## src/rtl/arrow_pkg.sv

```systemverilog
// arrow_pkg -- shared types and constants for the falling-arrow tracker.
//
// Contents:
//   rot_e        arrow direction (UP, DOWN, LEFT, RIGHT)
//   slot_t       one arrow slot: valid, x, y, rotate
//   SCREEN_H     visible rows; an arrow whose y reaches this value is gone
//   SPRITE_*     sprite geometry (long axis 32, short axis 16, 24-row shaft)
//   DEF_*        default tuning values used by arrow_track's parameters
//   arrow_mask() shape lookup for the canonical (UP) orientation
package arrow_pkg;

    localparam int X_W     = 11;
    localparam int Y_W     = 10;
    localparam int COLOR_W = 12;

    localparam int SCREEN_H     = 480;
    localparam int SPRITE_LONG  = 32;
    localparam int SPRITE_SHORT = 16;
    localparam int SHAFT_ROWS   = 24;
    localparam int SHAFT_COL_LO = 4;
    localparam int SHAFT_COL_HI = 11;

    localparam int                 DEF_NUM_ARROWS      = 8;
    localparam int                 DEF_SPEED           = 2;
    localparam int                 DEF_TARGET_Y        = 400;
    localparam int                 DEF_HIT_WINDOW      = 16;
    localparam logic [COLOR_W-1:0] DEF_TARGET_COLOR    = 12'hF00;
    localparam logic [COLOR_W-1:0] DEF_NONTARGET_COLOR = 12'hFF0;

    typedef enum logic [1:0] {
        UP    = 2'd0,
        DOWN  = 2'd1,
        LEFT  = 2'd2,
        RIGHT = 2'd3
    } rot_e;

    typedef struct packed {
        logic           valid;
        logic [X_W-1:0] x;
        logic [Y_W-1:0] y;
        rot_e           rotate;
    } slot_t;

    // Canonical arrow on a 16-wide x 32-tall grid: rows 0..23 are an 8-pixel
    // shaft, rows 24..31 a head that loses one column on each side per row.
    function automatic logic arrow_mask(input logic [4:0] row, input logic [3:0] col);
        logic [4:0] k;
        logic       hit;
        k = row - 5'(SHAFT_ROWS);
        if (row < 5'(SHAFT_ROWS)) begin
            hit = (col >= 4'(SHAFT_COL_LO)) && (col <= 4'(SHAFT_COL_HI));
        end else begin
            hit = ({1'b0, col} >= k) && ({1'b0, col} <= (5'd15 - k));
        end
        return hit;
    endfunction

endpackage

```

## src/rtl/arrow_shape.sv

```systemverilog
// arrow_shape -- combinational coverage test for one arrow sprite.
//
// Ports:
//   rel_x_i    raster x minus sprite origin x (all-ones when left of origin)
//   rel_y_i    raster y minus sprite origin y (all-ones when above origin)
//   rotate_i   arrow direction; UP/DOWN are 16x32, LEFT/RIGHT are 32x16
//   covered_o  1 when the relative position is inside the arrow shape
//
// DOWN is UP mirrored top-to-bottom. RIGHT is the transpose of UP (the
// raster x offset walks along the arrow's length), LEFT is RIGHT mirrored
// left-to-right.
module arrow_shape
    import arrow_pkg::*;
(
    input  logic [X_W-1:0] rel_x_i,
    input  logic [Y_W-1:0] rel_y_i,
    input  rot_e           rotate_i,
    output logic           covered_o
);

    logic       in_box;
    logic [4:0] row;
    logic [3:0] col;

    always_comb begin
        in_box = 1'b0;
        row    = '0;
        col    = '0;
        case (rotate_i)
            UP, DOWN: begin
                in_box = (rel_x_i < X_W'(SPRITE_SHORT)) && (rel_y_i < Y_W'(SPRITE_LONG));
                row    = rel_y_i[4:0];
                col    = rel_x_i[3:0];
                if (rotate_i == DOWN) begin
                    row = 5'(SPRITE_LONG - 1) - row;
                end
            end
            default: begin
                in_box = (rel_x_i < X_W'(SPRITE_LONG)) && (rel_y_i < Y_W'(SPRITE_SHORT));
                row    = rel_x_i[4:0];
                col    = rel_y_i[3:0];
                if (rotate_i == LEFT) begin
                    row = 5'(SPRITE_LONG - 1) - row;
                end
            end
        endcase
        covered_o = in_box && arrow_mask(row, col);
    end

endmodule

```

## src/rtl/arrow_track.sv

```systemverilog
// arrow_track -- slot table of falling arrows with hit scoring and a
// 2-stage sprite renderer.
//
// Ports:
//   clk_in, rst_in                   clock, synchronous active-high reset
//   hcount_in/vcount_in              raster position being drawn
//   new_frame_in                     one-cycle pulse per frame; arrows descend
//   spawn_valid_in/spawn_ready_out   spawn handshake
//   spawn_x_in/spawn_rotate_in       column and direction of a new arrow
//   hit_in/hit_rotate_in             player press pulse and its direction
//   pixel_out/in_sprite_out          colour/coverage for the raster position
//                                    presented two cycles earlier
//   hit_out/miss_out                 one-cycle scoring pulses
//   active_count_out                 number of occupied slots
//
// Spawn handshake: a spawn transfers on a rising edge where spawn_valid_in
// and spawn_ready_out are both high. spawn_ready_out depends only on the
// registered slot table (high iff some slot is free), never on
// spawn_valid_in, so a held request is taken the cycle after a slot frees.
module arrow_track
    import arrow_pkg::*;
#(
    parameter int                  NUM_ARROWS      = DEF_NUM_ARROWS,
    parameter int                  SPEED           = DEF_SPEED,
    parameter int                  TARGET_Y        = DEF_TARGET_Y,
    parameter int                  HIT_WINDOW      = DEF_HIT_WINDOW,
    parameter logic [COLOR_W-1:0]  TARGET_COLOR    = DEF_TARGET_COLOR,
    parameter logic [COLOR_W-1:0]  NONTARGET_COLOR = DEF_NONTARGET_COLOR,
    localparam int                 CNT_W           = $clog2(NUM_ARROWS + 1)
) (
    input  logic               clk_in,
    input  logic               rst_in,
    input  logic [X_W-1:0]     hcount_in,
    input  logic [Y_W-1:0]     vcount_in,
    input  logic               new_frame_in,
    input  logic               spawn_valid_in,
    output logic               spawn_ready_out,
    input  logic [X_W-1:0]     spawn_x_in,
    input  logic [1:0]         spawn_rotate_in,
    input  logic               hit_in,
    input  logic [1:0]         hit_rotate_in,
    output logic [COLOR_W-1:0] pixel_out,
    output logic               in_sprite_out,
    output logic               hit_out,
    output logic               miss_out,
    output logic [CNT_W-1:0]   active_count_out
);

    localparam int WIN_LO = TARGET_Y - HIT_WINDOW;
    localparam int WIN_HI = TARGET_Y + HIT_WINDOW;

    // ------------------------------------------------------------------
    // Slot table
    // ------------------------------------------------------------------
    slot_t slot_q [NUM_ARROWS];
    slot_t slot_d [NUM_ARROWS];
    logic  hit_q, hit_d;
    logic  miss_q, miss_d;

    logic [NUM_ARROWS-1:0] in_win;
    logic [CNT_W-1:0]      count;
    logic                  any_free;

    always_comb begin
        in_win   = '0;
        count    = '0;
        any_free = 1'b0;
        for (int i = 0; i < NUM_ARROWS; i++) begin
            in_win[i] = (int'(slot_q[i].y) >= WIN_LO) && (int'(slot_q[i].y) <= WIN_HI);
            count     = count + CNT_W'(slot_q[i].valid);
            any_free  = any_free | ~slot_q[i].valid;
        end
    end

    // Every decision below is made on the registered table, so a slot freed
    // this cycle still looks occupied to the spawn search and only becomes
    // spawnable next cycle. A slot claimed by the hit is removed instead of
    // being moved, so a same-cycle frame tick never shifts the judged arrow.
    logic           spawn_taken;
    logic           hit_taken;
    logic           expire_any;
    logic [Y_W:0]   next_y;

    always_comb begin
        spawn_taken = 1'b0;
        hit_taken   = 1'b0;
        expire_any  = 1'b0;
        next_y      = '0;
        for (int i = 0; i < NUM_ARROWS; i++) begin
            slot_d[i] = slot_q[i];
            next_y    = {1'b0, slot_q[i].y} + (Y_W + 1)'(SPEED);
            if (slot_q[i].valid) begin
                if (hit_in && !hit_taken && in_win[i] &&
                    (slot_q[i].rotate == rot_e'(hit_rotate_in))) begin
                    slot_d[i].valid = 1'b0;
                    hit_taken       = 1'b1;
                end else if (new_frame_in) begin
                    if (next_y >= (Y_W + 1)'(SCREEN_H)) begin
                        slot_d[i].valid = 1'b0;
                        expire_any      = 1'b1;
                    end else begin
                        slot_d[i].y = next_y[Y_W-1:0];
                    end
                end
            end else if (spawn_valid_in && !spawn_taken) begin
                slot_d[i].valid  = 1'b1;
                slot_d[i].x      = spawn_x_in;
                slot_d[i].y      = '0;
                slot_d[i].rotate = rot_e'(spawn_rotate_in);
                spawn_taken      = 1'b1;
            end
        end
        hit_d  = hit_in && hit_taken;
        // Any number of expiries plus an unmatched press collapse to one pulse.
        miss_d = expire_any || (hit_in && !hit_taken);
    end

    always_ff @(posedge clk_in) begin
        if (rst_in) begin
            for (int i = 0; i < NUM_ARROWS; i++) begin
                slot_q[i] <= '0;
            end
            hit_q  <= 1'b0;
            miss_q <= 1'b0;
        end else begin
            for (int i = 0; i < NUM_ARROWS; i++) begin
                slot_q[i] <= slot_d[i];
            end
            hit_q  <= hit_d;
            miss_q <= miss_d;
        end
    end

    // ------------------------------------------------------------------
    // Renderer: stage 1 registers the raster position, stage 2 registers
    // the colour computed against the slot table.
    // ------------------------------------------------------------------
    logic [X_W-1:0]     h_q;
    logic [Y_W-1:0]     v_q;
    logic [COLOR_W-1:0] pixel_q, pixel_d;
    logic               cov_q, cov_d;

    logic [X_W-1:0]        rel_x   [NUM_ARROWS];
    logic [Y_W-1:0]        rel_y   [NUM_ARROWS];
    logic [NUM_ARROWS-1:0] covered;

    for (genvar g = 0; g < NUM_ARROWS; g++) begin : g_slot
        // Positions left of / above the origin map to all-ones, which is
        // outside every sprite box, so subtraction never wraps into a hit.
        assign rel_x[g] = (h_q >= slot_q[g].x) ? (h_q - slot_q[g].x) : '1;
        assign rel_y[g] = (v_q >= slot_q[g].y) ? (v_q - slot_q[g].y) : '1;

        arrow_shape u_shape (
            .rel_x_i   (rel_x[g]),
            .rel_y_i   (rel_y[g]),
            .rotate_i  (slot_q[g].rotate),
            .covered_o (covered[g])
        );
    end

    always_comb begin
        pixel_d = '0;
        cov_d   = 1'b0;
        for (int i = 0; i < NUM_ARROWS; i++) begin
            if (slot_q[i].valid && covered[i] && !cov_d) begin
                cov_d   = 1'b1;
                pixel_d = in_win[i] ? TARGET_COLOR : NONTARGET_COLOR;
            end
        end
    end

    always_ff @(posedge clk_in) begin
        if (rst_in) begin
            h_q     <= '0;
            v_q     <= '0;
            pixel_q <= '0;
            cov_q   <= 1'b0;
        end else begin
            h_q     <= hcount_in;
            v_q     <= vcount_in;
            pixel_q <= pixel_d;
            cov_q   <= cov_d;
        end
    end

    assign spawn_ready_out  = any_free;
    assign pixel_out        = pixel_q;
    assign in_sprite_out    = cov_q;
    assign hit_out          = hit_q;
    assign miss_out         = miss_q;
    assign active_count_out = count;

endmodule

```

## config.mk

```make
export PLATFORM = sky130hd
export DESIGN_NAME = arrow_track
export DESIGN_NICKNAME = d
export VERILOG_FILES = /design/src/rtl/arrow_pkg.sv /design/src/rtl/arrow_shape.sv /design/src/rtl/arrow_track.sv
export SDC_FILE = /design/constraint.sdc
export NUM_CORES = 1
export LEC_CHECK = 0
export CAP_MARGIN = 20
export CORE_MARGIN = 1
export CORE_UTILIZATION = 60
export DETAILED_ROUTE_END_ITERATION = 8
export GPL_TIMING_DRIVEN = 0
export PLACE_DENSITY = 0.78
export SETUP_SLACK_MARGIN = 0.4
export SLEW_MARGIN = 0
export SYNTH_ARGS = -nofsm -noshare
export SYNTH_HDL_FRONTEND = slang
export SYNTH_HIERARCHICAL = 1
export SYNTH_SLANG_ARGS = --single-unit
```

## constraint.sdc

```tcl
create_clock -name clk_in -period 5.6 [get_ports clk_in]
set_input_delay 0.56 -clock clk_in [delete_from_list [all_inputs] [get_ports clk_in]]
set_output_delay 0.56 -clock clk_in [all_outputs]
set_load 0.02 [all_outputs]
```

==> results.toml <==
[placed_design]
portBuffers = 39
post-place-ws_ps = -502.5
dp_hpwl_um = 51440
gp_congestion = 0.9740

[setup_path]
cp_common_cell = "o31a_1"
cp.required_ps = 6100
start_kind = "flop"
path_class = "flop to flop"
worst_ep_arrival_time_ps = 5670
path_cells = "inv_2, ha_1, nor2b_1, o21ai_2, a21boi_2, o31a_1, o31a_1, o31a_1, buf_6, o22ai_4, nor2b_4, o21a_1, nor2_2, ha_1, or4b_4, o21ai_2, a21oi_2, a311oi_4, nand2_2, o221ai_4, nand3_2, a21oi_2, o21a_1"
end_kind = "flop"
cp_slowest_stage_delay_ps = 540
cpMaxStageDelayCell = "or4b_4"
cp_max_fo = 6

[pwr]
combPwrFrac_pct = 33.1
switching_share_pct = 34.92
p_int_mw = 3.428
p_seq_share_pct = 30.0
peakVddDrop_mv = 0.2907
clkPwrFrac_pct = 36.9
power.density_nw_per_um2 = 212.4
power.switching_mw = 1.839
leakage_nw = 9.595

[detailed_routing]
highest_layer = "met5"
first_pass_iters = 6
route.layer.met1.wl_um = 29150
via_per_inst = 6.420
vias = 22541
drt_wl_total_um = 72990
drt-initial-drc-count = 2094
wl_met3_um = 7721
drt.antenna.violating_nets = 0
wl_per_cell_um = 20.79
dr_wl_met2_um = 31490
post-route-drc-count = 0

[global_routing]
grt_util_all_layers_pct = 38.04
grt_pass1_wl_um = 109300
grt_pass1_vias = 20398
antenna_found_initial = 1
grt-ovfl-total = 0
grt_max_degree = 15

[logic_synthesis]
syn_area_per_cell_um2 = 7.441
yosys_warnings = 6
synth_edf_count = 0
synth.yosys.seq_area_share_pct = 19.36
syn_area_um2 = 21710
synth_ff_type = "dfxtp_1"
synth_cell_types = 90
syn_inst = 2918
ys_seq_elements = 210
async_reset_ff_share_pct = 0

[timing]
rsz0062_at_grt = "false"
setup_ws_ps = 430.5
finalClockSkew_ps = 28.02
tightest_slew_ps = 1228
slew_headroom_pct = 18.13
fmax_mhz = 193.4
finalSetupTns_ps = 0
min_period_ps = 5169
setup_viol = 0
period_share_pct = 92.31
hold_viol = 0
slew_viol_final = 0

[floorplanning]
die_y_um = 192.2
start_util_pct = 61.04
die_x_um = 192.2
io_pins = 61
rows = 69
die_area_um2 = 36950
fp.coreArea_um2 = 35570

[final_layout]
final_cell_mix = "nand2_1 (335), inv_1 (295), ha_1 (249), a21oi_1 (205), dfxtp_1 (186)"
final_nets = 3342
drive_gt1_share_pct = 10.56
area_delta_synth_final_pct = 14.22
antenna_cells = 0
final_common_cell = "nand2_1"
n_fill_cell = 2918

[cts]
numCtsBuffers = 27
cts_root_buffer = "clkbuf_16"
cts.sink_count = 210
htree_num_levels = 1
clockBufferDepth = 3
path_clk_slew_ps = 60
postCtsHoldBufs = 0
clkLatencyLatePin_ps = 600
tritoncts = "yes"

[run]
drv_cap = 0

[run_status]
status = "finished, final reports clean"

[worst_hold_path]
min_path_type = "flop to flop"
cell families (layout without fill, tap and decap cells):
family | after synthesis | after routing | share of synthesized area [%]
xor+xnor | 127 | 127 | 5.123
other cells | 1 | 4 | 0.01727
buf+inv | 430 | 558 | 7.958
compound gates | 785 | 786 | 22.66
flops | 210 | 210 | 19.36
mux | 100 | 100 | 5.083
simple gates | 994 | 994 | 23.48
fa+ha+maj | 271 | 271 | 16.31
power groups by stage:
stage / combinational [mW] / sequential [mW] / clock [mW]
after floorplan: 1.16 / 1.57 / 0
final: 1.74 / 1.58 / 1.94
after global placement: 1.47 / 1.61 / 0
after CTS: 1.57 / 1.58 / 1.95
after detailed placement: 1.51 / 1.61 / 0
after global routing: 1.91 / 1.58 / 2.01
Yosys cell counts (11+ instances only):
| cell type | n | share of area, % |
|---|---|---|
| nor2b_1 | 117 | 3.4 |
| a21o_1 | 39 | 1.3 |
| nand2b_1 | 35 | 1.0 |
| xor2_1 | 31 | 1.3 |
| mux2_2 | 41 | 2.1 |
| xnor2_1 | 96 | 3.9 |
| nand2_1 | 338 | 5.8 |
| buf_4 | 11 | 0.38 |
| nor4_1 | 42 | 1.2 |
| o21a_1 | 24 | 0.83 |
| inv_1 | 299 | 5.2 |
| or4b_1 | 17 | 0.78 |
| dfxtp_1 | 210 | 19 |
| o22ai_1 | 42 | 1.2 |
| o21ai_0 | 224 | 5.2 |
| mux2i_1 | 42 | 1.9 |
| o31ai_1 | 24 | 0.83 |
| nand3_1 | 74 | 1.7 |
| a311oi_1 | 21 | 0.85 |
| a31oi_1 | 17 | 0.49 |
| a21oi_1 | 216 | 5.0 |
| nand4_1 | 46 | 1.3 |
| nor2_1 | 120 | 2.1 |
| nor3_1 | 66 | 1.5 |
| and3_1 | 38 | 1.1 |
| o211ai_1 | 36 | 1.2 |
| a211oi_1 | 14 | 0.48 |
| or3_1 | 17 | 0.49 |
| ha_1 | 251 | 14 |
| and4_1 | 12 | 0.48 |
| or2_2 | 11 | 0.32 |
| o21bai_1 | 12 | 0.41 |
| a21boi_0 | 18 | 0.62 |
| fa_1 | 20 | 1.8 |
| clkbuf_1 | 101 | 1.7 |
worst paths after layout:
| path | from | to | slack [ps] | cells after the start |
|---|---|---|---|---|
| worst max-delay path | slot_q[1][52] | pixel_out[7] | 430 | 23 |
| worst min-delay path | slot_q[1][65] | slot_q[1][65] | 450 | 2 |
| worst max register to register | slot_q[1][52] | pixel_out[7] | 430 | 23 |
| worst min register to register | slot_q[1][65] | slot_q[1][65] | 450 | 2 |
routing by layer:
| metal | track usage, % | vias to the layer above |
|---|---|---|
| li1 | - | 10639 |
| met1 | 48.81 | 10611 |
| met2 | 58.97 | 1041 |
| met3 | 7.765 | 248 |
| met4 | 21.80 | 2 |
| met5 | 0 | - |
critical path: cells and delay by family (launching register included):
kind	cells	cell delay (ps)
and+or+nand+nor	6	1210
AOI/OAI and AO/OA	13	2650
DFF	1	380
buffers and inverters	2	220
adders and majority gates	2	590
metrics by stage:
step | cell area [µm²] | std cells | power [mW] | hold slack, ps | util [%]
detailed placement | 22690 | 3421 | 3.125 | 447.0 | 63.79
floorplan | 21720 | 2921 | 2.734 | 436.3 | -
CTS | 24040 | 3482 | 5.097 | 455.2 | 67.57
global route | 24800 | 3511 | 5.496 | 471.3 | 69.72
finish | 24800 | 3511 | 5.267 | 454.5 | 69.72
global placement | 22690 | 3421 | 3.078 | 442.0 | 63.79
sequential cells by signal, summed over array words and instances, names as in the netlist:
register and count:
slot_q 184, in_sprite_out 1, pixel_out 2, miss_out 1, h_q 11, v_q 10
hit_out 1
area by class of cell:
type / count / area [µm²] / area share (%)
multi-input combinational: 2282 / 16460 / 66.35
sequential: 210 / 4249 / 17.13
inverter: 299 / 1134 / 4.571
timing repair buffer: 79 / 762.0 / 3.073
clock buffer: 32 / 734.5 / 2.962
buffer: 131 / 643.1 / 2.593
tap: 461 / 576.8 / 2.326
clock inverter: 17 / 245.2 / 0.9889
timing repair:
item / CTS / global route
endpoints found under the hold margin: 0 / 0
endpoints found under the setup margin: 3 / 3
cloned: 0 / 3
resized for setup: 73 / 165
pin swaps: 7 / 48
buffers inserted: 12 / 25
(Power assumes the default switching activity.)
